File: src/rtl/anim_controller.sv
// Fighter animation state controller: idle/walk/jump/attack/hitstun/lose sequencing on frame_tick.
// Optional macro ATK_BUFFER_EN adds a one-entry attack buffer chaining attacks back to back.
module anim_controller #(
    parameter int TICKS_PER_FRAME = 4,
    parameter int ATK1_FRAMES     = 6,
    parameter int ATK2_FRAMES     = 8,
    parameter int HITSTUN_TICKS   = 20
) (
    input  logic       clk,
    input  logic       rst_n,
    input  logic       frame_tick,
    input  logic       move_left,
    input  logic       move_right,
    input  logic       jump_req,
    input  logic       atk1_req,
    input  logic       atk2_req,
    input  logic       on_ground,
    input  logic       hit,
    input  logic       lose,
    output logic [3:0] anim_state,
    output logic [5:0] anim_frame,
    output logic       attack_active,
    output logic       busy
);

    typedef enum logic [3:0] {
        ST_IDLE = 4'd0,
        ST_WALK = 4'd1,
        ST_JUMP = 4'd2,
        ST_ATK1 = 4'd3,
        ST_ATK2 = 4'd4,
        ST_HIT  = 4'd5,
        ST_LOSE = 4'd6
    } state_t;

    localparam logic [3:0] DIV_LAST  = 4'(TICKS_PER_FRAME - 1);
    localparam logic [5:0] ATK1_LAST = 6'(ATK1_FRAMES - 1);
    localparam logic [5:0] ATK2_LAST = 6'(ATK2_FRAMES - 1);
    localparam logic [7:0] HS_INIT   = 8'(HITSTUN_TICKS);

    state_t     state_q, state_d;
    logic [5:0] frame_q, frame_d;
    logic [3:0] div_q, div_d;
    logic [7:0] hs_q, hs_d;
    logic       attack_active_q, attack_active_d;
    logic       busy_q, busy_d;
    logic [5:0] last_frame;

`ifdef ATK_BUFFER_EN
    // 0 empty, 1 atk1 pending, 2 atk2 pending
    logic [1:0] buf_q, buf_d, buf_eff;
`endif

    assign last_frame = (state_q == ST_ATK2) ? ATK2_LAST : ATK1_LAST;

    always_comb begin
        state_d = state_q;
        frame_d = frame_q;
        div_d   = div_q;
        hs_d    = hs_q;
`ifdef ATK_BUFFER_EN
        buf_d   = buf_q;
        buf_eff = buf_q;
        if (buf_q == 2'd0)
            buf_eff = atk1_req ? 2'd1 : (atk2_req ? 2'd2 : 2'd0);
`endif
        if (lose) begin
            state_d = ST_LOSE;
            frame_d = '0;
            div_d   = '0;
            hs_d    = '0;
`ifdef ATK_BUFFER_EN
            buf_d   = '0;
`endif
        end else if (state_q == ST_LOSE) begin
            state_d = ST_LOSE;
        end else if (hit) begin
            state_d = ST_HIT;
            frame_d = '0;
            div_d   = '0;
            hs_d    = HS_INIT;
`ifdef ATK_BUFFER_EN
            buf_d   = '0;
`endif
        end else if (frame_tick) begin
            case (state_q)
                ST_IDLE, ST_WALK, ST_JUMP: begin
                    frame_d = '0;
                    div_d   = '0;
                    if (atk1_req)
                        state_d = ST_ATK1;
                    else if (atk2_req)
                        state_d = ST_ATK2;
                    else if (state_q == ST_JUMP)
                        state_d = on_ground ? ST_IDLE : ST_JUMP;
                    else if (jump_req && on_ground)
                        state_d = ST_JUMP;
                    else if (move_left ^ move_right)
                        state_d = ST_WALK;
                    else
                        state_d = ST_IDLE;
                end
                ST_ATK1, ST_ATK2: begin
`ifdef ATK_BUFFER_EN
                    buf_d = buf_eff;
`endif
                    if (div_q == DIV_LAST) begin
                        div_d = '0;
                        if (frame_q == last_frame) begin
                            frame_d = '0;
`ifdef ATK_BUFFER_EN
                            buf_d = '0;
                            case (buf_eff)
                                2'd1:    state_d = ST_ATK1;
                                2'd2:    state_d = ST_ATK2;
                                default: state_d = ST_IDLE;
                            endcase
`else
                            state_d = ST_IDLE;
`endif
                        end else begin
                            frame_d = frame_q + 6'd1;
                        end
                    end else begin
                        div_d = div_q + 4'd1;
                    end
                end
                ST_HIT: begin
                    if (hs_q <= 8'd1) begin
                        state_d = ST_IDLE;
                        hs_d    = '0;
                    end else begin
                        hs_d = hs_q - 8'd1;
                    end
                end
                default: state_d = ST_IDLE;
            endcase
        end
        attack_active_d = (state_d == ST_ATK1) || (state_d == ST_ATK2);
        busy_d          = (state_d == ST_ATK1) || (state_d == ST_ATK2) ||
                          (state_d == ST_HIT)  || (state_d == ST_LOSE);
    end

    always_ff @(posedge clk or negedge rst_n) begin
        if (!rst_n) begin
            state_q         <= ST_IDLE;
            frame_q         <= '0;
            div_q           <= '0;
            hs_q            <= '0;
            attack_active_q <= 1'b0;
            busy_q          <= 1'b0;
`ifdef ATK_BUFFER_EN
            buf_q           <= '0;
`endif
        end else begin
            state_q         <= state_d;
            frame_q         <= frame_d;
            div_q           <= div_d;
            hs_q            <= hs_d;
            attack_active_q <= attack_active_d;
            busy_q          <= busy_d;
`ifdef ATK_BUFFER_EN
            buf_q           <= buf_d;
`endif
        end
    end

    assign anim_state    = state_q;
    assign anim_frame    = frame_q;
    assign attack_active = attack_active_q;
    assign busy          = busy_q;

endmodule

File: config.mk
export PLATFORM = sky130hd
export DESIGN_NAME = anim_controller
export DESIGN_NICKNAME = d
export VERILOG_FILES = /design/src/rtl/anim_controller.sv
export SDC_FILE = /design/constraint.sdc
export NUM_CORES = 1
export LEC_CHECK = 0
export ABC_AREA = 1
export BUFFER_PORTS_ARGS = -buffer_cell sky130_fd_sc_hd__buf_4
export CAP_MARGIN = 20
export CORE_MARGIN = 5
export CORE_UTILIZATION = 56
export CTS_CLUSTER_DIAMETER = 120
export DETAILED_ROUTE_END_ITERATION = 10
export GPL_ROUTABILITY_DRIVEN = 0
export PLACE_DENSITY = 0.78
export RECOVER_POWER = 50
export SLEW_MARGIN = 20
export SYNTH_ARGS = -nofsm -noshare
export SYNTH_HDL_FRONTEND = slang
export SYNTH_SLANG_ARGS = --single-unit
File: constraint.sdc
create_clock -name clk -period 1.9 [get_ports clk]
set_input_delay 0.285 -clock clk [delete_from_list [all_inputs] [get_ports clk]]
set_output_delay 0.285 -clock clk [all_outputs]
set_load 0.05 [all_outputs]
==> out/qor.csv, run 1 <==
stage,metric,value,unit
timing,hold_violations,0,
clock_network,clockBufferDepth,2,
synth,avgSynthCellArea,7.42,sq um
setup_path,crit_start,anim_state[1],
setup_path,cp.required,2180,ps
power_and_ir_drop,switching_share,26.4,%
setup_path,path_class,reg2reg,
timing,tightest_slew,1310,ps
floorplan,core_area,0.00273,sq mm
synth,yosys_warnings,0,
detailed_routing,viasPerCell,5.27,
synth,synth_edf_count,0,
power_and_ir_drop,peakVddDrop,0.456,mV
synth,yosysMostFrequentCell,nand2_1,
clock_network,cts.root.buffer_cell,clkbuf_4,
timing,fin_crit,1700,ps
power_and_ir_drop,combinationalPowerShare,16.1,%
place,place_hpwl,2420,um
detailed_routing,drt-initial-drc-count,50,
power_and_ir_drop,clkPwrFrac,34.9,%
run,maxCapViolCount,0,
setup_path,end_kind,flip-flop,
grt,grt_max_degree,25,
clock_network,insertion_delay,330,ps
synth,netlist_instances,212,
run_status,status,"finished, final reports clean",
power_and_ir_drop,intPower,0.800,mW
synth,async_flop_share,100,%
detailed_routing,remaining_drc_errors,0,
setup_path,r2r-start,anim_state[1],
detailed_routing,antenna_left,0,
synth,ys_types,29,
power_and_ir_drop,finalPower,1.09,mW
min_path,hold_depth,2,
detailed_routing,totalWireLength,3120,um
power_and_ir_drop,power.density,597,mW/mm^2
synth,syn-num-nets,227,
floorplan,ios,23,
floorplan,rows,19,
timing,holdWs,149,ps
grt,grt_pass1_vias,1270,
timing,rsz0062_at_grt,true,
timing,fin_crit_sh,89.7,%
clock_network,cts_buffers,3,
detailed_routing,vias,1424,
setup_path,ff2ff_path_depth,11,
synth,yosysSeqAreaShare,38.2,%
clock_network,clk_pin_slew,140,ps
synth,synth_top_cell_by_area,dfrtp_1,
grt,globalRouteOverflowTotal,0,
min_path,holdCritStartpoint,lose,
setup_path,start_kind,flip-flop,
power_and_ir_drop,leakage,0.907,nW
timing,setup_tns,0,ps
clock_network,tritoncts,yes,
grt,antenna_found_initial,0,
clock_network,cts.sinks,24,
finish,final_nets,255,
finish,postLayoutCoreUtil,66.7,%
finish,ff_latch_area,601,sq um
synth,synth.top_cell.area_share,38.2,%
synth,synth_flop_cell,dfrtp_1,
power_and_ir_drop,p_switching,0.288,mW
grt,grtUsageTotal,17.0,%
timing,fmax,587,MHz
setup_path,cp.arrival,1980,ps
finish,syn2layout_area_growth,15.8,%
detailed_routing,wl_per_cell,11.6,um
power_and_ir_drop,seqPwrFrac,49.0,%
timing,fin_skew,3.73,ps
detailed_routing,first_pass_iters,5,
floorplan,start_util,57.6,%
clock_network,htreeDepth,1,
grt,grt_pass1_wl,5540,um
timing,setup_violations,0,
finish,drive_above_1_share,17.6,%
synth,synth-seq-cells,24,
finish,antenna_cells,0,
synth,synth_area,0.00157,sq mm
floorplan,die_h,63.0,um
floorplan,die_w,63.0,um
place,io_buffers,22,
min_path,hold_path.class,in2reg,
synth,synth_common_cells,"47 x nand2_1, 31 x inv_1, 24 x dfrtp_1, 23 x nor2_1",
floorplan,die_area,0.00397,sq mm
timing,maxSlewViolCount,0,
setup_path,critPathMaxFanout,9,
synth,yosys-top-cells-area,"dfrtp_1 38%, nand2_1 11%, inv_1 7.4%",
finish,fill_cells,220,
finish,multiInputGateArea,826,sq um
timing,max_slew_margin,12.7,%
[worst max-delay path, cell delays in order, from the launching register on]
cell,delay (ps)
dfrtp_1,480
nor2_1,180
nand2_2,120
inv_2,90
nor2_4,50
nor2_8,130
inv_4,50
o21ai_4,220
inv_2,120
o21ai_0,90
nand2_1,80
inv_1,50
[cells by family after synthesis]
family                     after synthesis  synth area share [%]
adders and majority gates                4                  3.18
AOI/OAI and AO/OA                       31                  11.5
DFF                                     24                  38.2
and+or+nand+nor                        110                  34.7
xor gates and xnor gates                 5                  2.78
buffers and inverters                   38                  9.70
[final cells by class]
class	count	area share, %
clock inverters	1	1.65
well taps	31	2.13
repair buffers	24	8.99
clock buffers	3	1.24
multi-input cells	150	45.3
flip-flops and latches	24	32.9
inverters	37	7.76
[what timing repair did]
item                                    CTS  global route
endpoints found under the hold margin    24             0
endpoints found under the setup margin    0             4
setup buffers                             0             1
resized for setup                         0             2
hold buffers                              1             0
[power by group through the flow]
stage | logic (mW) | registers, mW | clock network [mW]
after floorplan | 0.108 | 0.554 | 0
after global placement | 0.172 | 0.542 | 0
after detailed placement | 0.174 | 0.542 | 0
after CTS | 0.176 | 0.532 | 0.386
after global routing | 0.196 | 0.535 | 0.415
final | 0.176 | 0.532 | 0.380
[through the flow]
| step | cell area (sq um) | cells | setup WS [ps] |
|---|---|---|---|
| 2_1_floorplan | 1570 | 212 | 54.8 |
| 3_3_place_gp | 1770 | 264 | 195 |
| 3_5_place_dp | 1770 | 264 | 195 |
| 4_1_cts | 1830 | 269 | 154 |
| 5_1_grt | 1820 | 270 | -13.5 |
| 6_report | 1820 | 270 | 196 |
[worst paths after layout]
| kind | to | slack, ps |
|---|---|---|
| setup reg to reg | anim_frame[3] | 200 |
| setup / recovery | anim_frame[3] | 200 |
| hold / removal | anim_state[3] | 150 |
| max in group asynchronous | attack_active | 380 |
| min in group asynchronous | anim_frame[5] | 760 |
| hold reg to reg | div_q[0] | 540 |
[flip-flops by register name, summed over array words and instances (netlist names)]
signal and count:
busy 1, div_q 4, anim_state 4, hs_q 8, attack_active 1, anim_frame 6
[metal layers]
metal  track usage (%)  vias up  wire length, um
met5                 0        -                0
met4              6.90        0               49
met3              4.50        6              135
met2              26.2       35             1490
met1              22.5      645             1440
li1                  -      738                -
[cells in the final DEF (no fill, tap or decap), types with 2 or more instances in the layout]
master / n
inv_2: 5
nand2_1: 46
inv_1: 31
a21oi_1: 7
nor3_4: 2
nor2_4: 2
xnor2_1: 2
nor2_1: 22
clkbuf_1: 5
nand2_2: 3
clkbuf_4: 3
dfrtp_1: 24
xor2_1: 3
o21ai_0: 16
ha_1: 4
nor3b_2: 2
buf_4: 18
nand3_1: 16
o22ai_1: 4
nand4_1: 3
nor3_1: 8
Note: power is estimated with default switching activity, not from simulation.
==> run 2: changes to the inputs <==
CTS_BUF_LIST = sky130_fd_sc_hd__clkbuf_2   (was unset)
==> out/qor.csv, run 2 (synthesis gave the netlist of run 1 again) <==
stage,metric,value,unit
timing,maxSlewViolCount,0,
place,io_buffers,22,
floorplan,rows,19,
floorplan,die_h,63.0,um
place,place_hpwl,2420,um
finish,final_common_cell,nand2_1,
grt,globalRouteOverflowTotal,0,
detailed_routing,remaining_drc_errors,0,
timing,fin_crit,1720,ps
detailed_routing,antenna_left,0,
floorplan,die_area,0.00397,sq mm
finish,postLayoutCoreUtil,66.8,%
timing,setup_violations,0,
detailed_routing,vias,1436,
finish,layout_common_cells,"46 x nand2_1, 31 x inv_1, 24 x dfrtp_1",
detailed_routing,totalWireLength,3150,um
detailed_routing,highest_layer,met4,
timing,setup_tns,0,ps
finish,syn2layout_area_growth,16.1,%
clock_network,cts_buffers,3,
timing,fin_crit_sh,90.3,%
floorplan,start_util,57.6,%
timing,fin_skew,4.06,ps
power_and_ir_drop,peakVddDrop,0.425,mV
floorplan,core_area,0.00273,sq mm
grt,grtUsageTotal,17.0,%
floorplan,ios,23,
setup_path,cpPeakStageDelay,510,ps
setup_path,cpMaxStageDelayCell,dfrtp_1,
clock_network,clockBufferDepth,2,
clock_network,htreeDepth,1,
timing,fmax,583,MHz
clock_network,clk_pin_slew,240,ps
detailed_routing,m1WireLength,1440,um
detailed_routing,first_pass_iters,5,
clock_network,tritoncts,yes,
timing,rsz0062_at_grt,true,
setup_path,path_class,reg2reg,
grt,grt_max_degree,25,
finish,final_nets,256,
power_and_ir_drop,power.density,579,mW/mm^2
grt,antenna_found_initial,0,
grt,grt_pass1_wl,5540,um
floorplan,die_w,63.0,um
finish,drive_above_1_share,18.3,%
timing,hold_violations,0,
finish,antenna_cells,0,
timing,holdWs,89.8,ps
setup_path,worstPathBufferInverterCount,4,
detailed_routing,wl_met2,1500,um
finish,largest_reg_flops,8,
run,maxCapViolCount,0,
setup_path,cp.arrival,2050,ps
detailed_routing,drt-initial-drc-count,54,
place,place_area,0.00177,sq mm
run_status,status,"finished, final reports clean",
detailed_routing,dr_wl_met3,151,um
setup_path,critical_path.top_delay_family,simple AND/OR/NAND/NOR gates,
detailed_routing,wl_per_cell,11.6,um
finish,design_area,0.00183,sq mm
finish,fill_cells,218,
clock_network,cts.sinks,24,
timing,tightest_slew,1300,ps
power_and_ir_drop,leakage,0.915,nW
setup_path,end_kind,flip-flop,
setup_path,cp.required,2230,ps
clock_network,insertion_delay,360,ps
min_path,hold_path.class,in2reg,
setup_path,start_kind,flip-flop,
setup_path,crit_path_frequent_cell,inv_2,
setup_path,path_cells,nor2_1 -> nand2_2 -> inv_2 -> nor2_4 -> nor2_8 -> inv_4 -> o21ai_4 -> inv_2 -> o21ai_0 -> nand2_1 -> inv_1,
power_and_ir_drop,finalPower,1.06,mW
setup_path,critPathMaxFanout,9,
clock_network,cts.root.buffer_cell,clkbuf_2,
timing,max_slew_margin,13.1,%
finish,max_flop_register,hs_q,
detailed_routing,viasPerCell,5.30,
grt,grt_pass1_vias,1270,
[run 2: cell types whose count changed in the layout (fill, tap and decap cells not counted)]
cell | before | now
clkbuf_2 | 0 | 3
clkbuf_4 | 3 | 0
buf_4 | 18 | 20
clkbuf_1 | 5 | 4
[run 2: per-layer routing]
| layer | up-vias | track usage (%) |
|---|---|---|
| li1 | 741 | - |
| met4 | 0 | 6.90 |
| met3 | 7 | 4.50 |
| met1 | 648 | 22.5 |
| met2 | 40 | 26.2 |
| met5 | - | 0 |
[run 2: worst paths after layout]
check | from | to | slack (ps) | depth (start not counted)
setup / recovery | anim_state[1] | anim_frame[3] | 180 | 11
hold / removal | lose | anim_state[3] | 90 | 2
setup reg to reg | anim_state[1] | anim_frame[3] | 180 | 11
hold reg to reg | div_q[0] | div_q[0] | 550 | 1
max in group asynchronous | rst_n | attack_active | 460 | 2
min in group asynchronous | rst_n | anim_frame[5] | 690 | 2
[run 2: layout make-up]
class	instances	area [sq um]	share of cell area (%)
clock buffers	3	15.0	0.822
clock inverters	1	30.0	1.64
inverters	37	141	7.74
multi-input cells	150	826	45.2
flip-flops and latches	24	601	32.9
well taps	31	38.8	2.12
repair buffers	25	175	9.59
[run 2: where the power goes]
group	total, mW	internal [mW]	leakage, nW	switching [mW]
combinational	0.175	0.0647	0.572	0.111
sequential	0.534	0.523	0.317	0.0108
clock	0.349	0.181	0.0266	0.168
[run 2: timing repair]
item / in CTS / in global routing
setup buffers: 0 / 2
hold endpoints to repair: 24 / 0
hold buffers: 1 / 0
endpoints found under the setup margin: 0 / 4
resized for setup: 0 / 2
[run 2: through the flow]
| stage | instances | setup WS, ps |
|---|---|---|
| after detailed placement | 264 | 195 |
| after floorplan | 212 | 54.8 |
| after global placement | 264 | 195 |
| final | 271 | 184 |
| after CTS | 269 | 139 |
| after global routing | 271 | -38.0 |
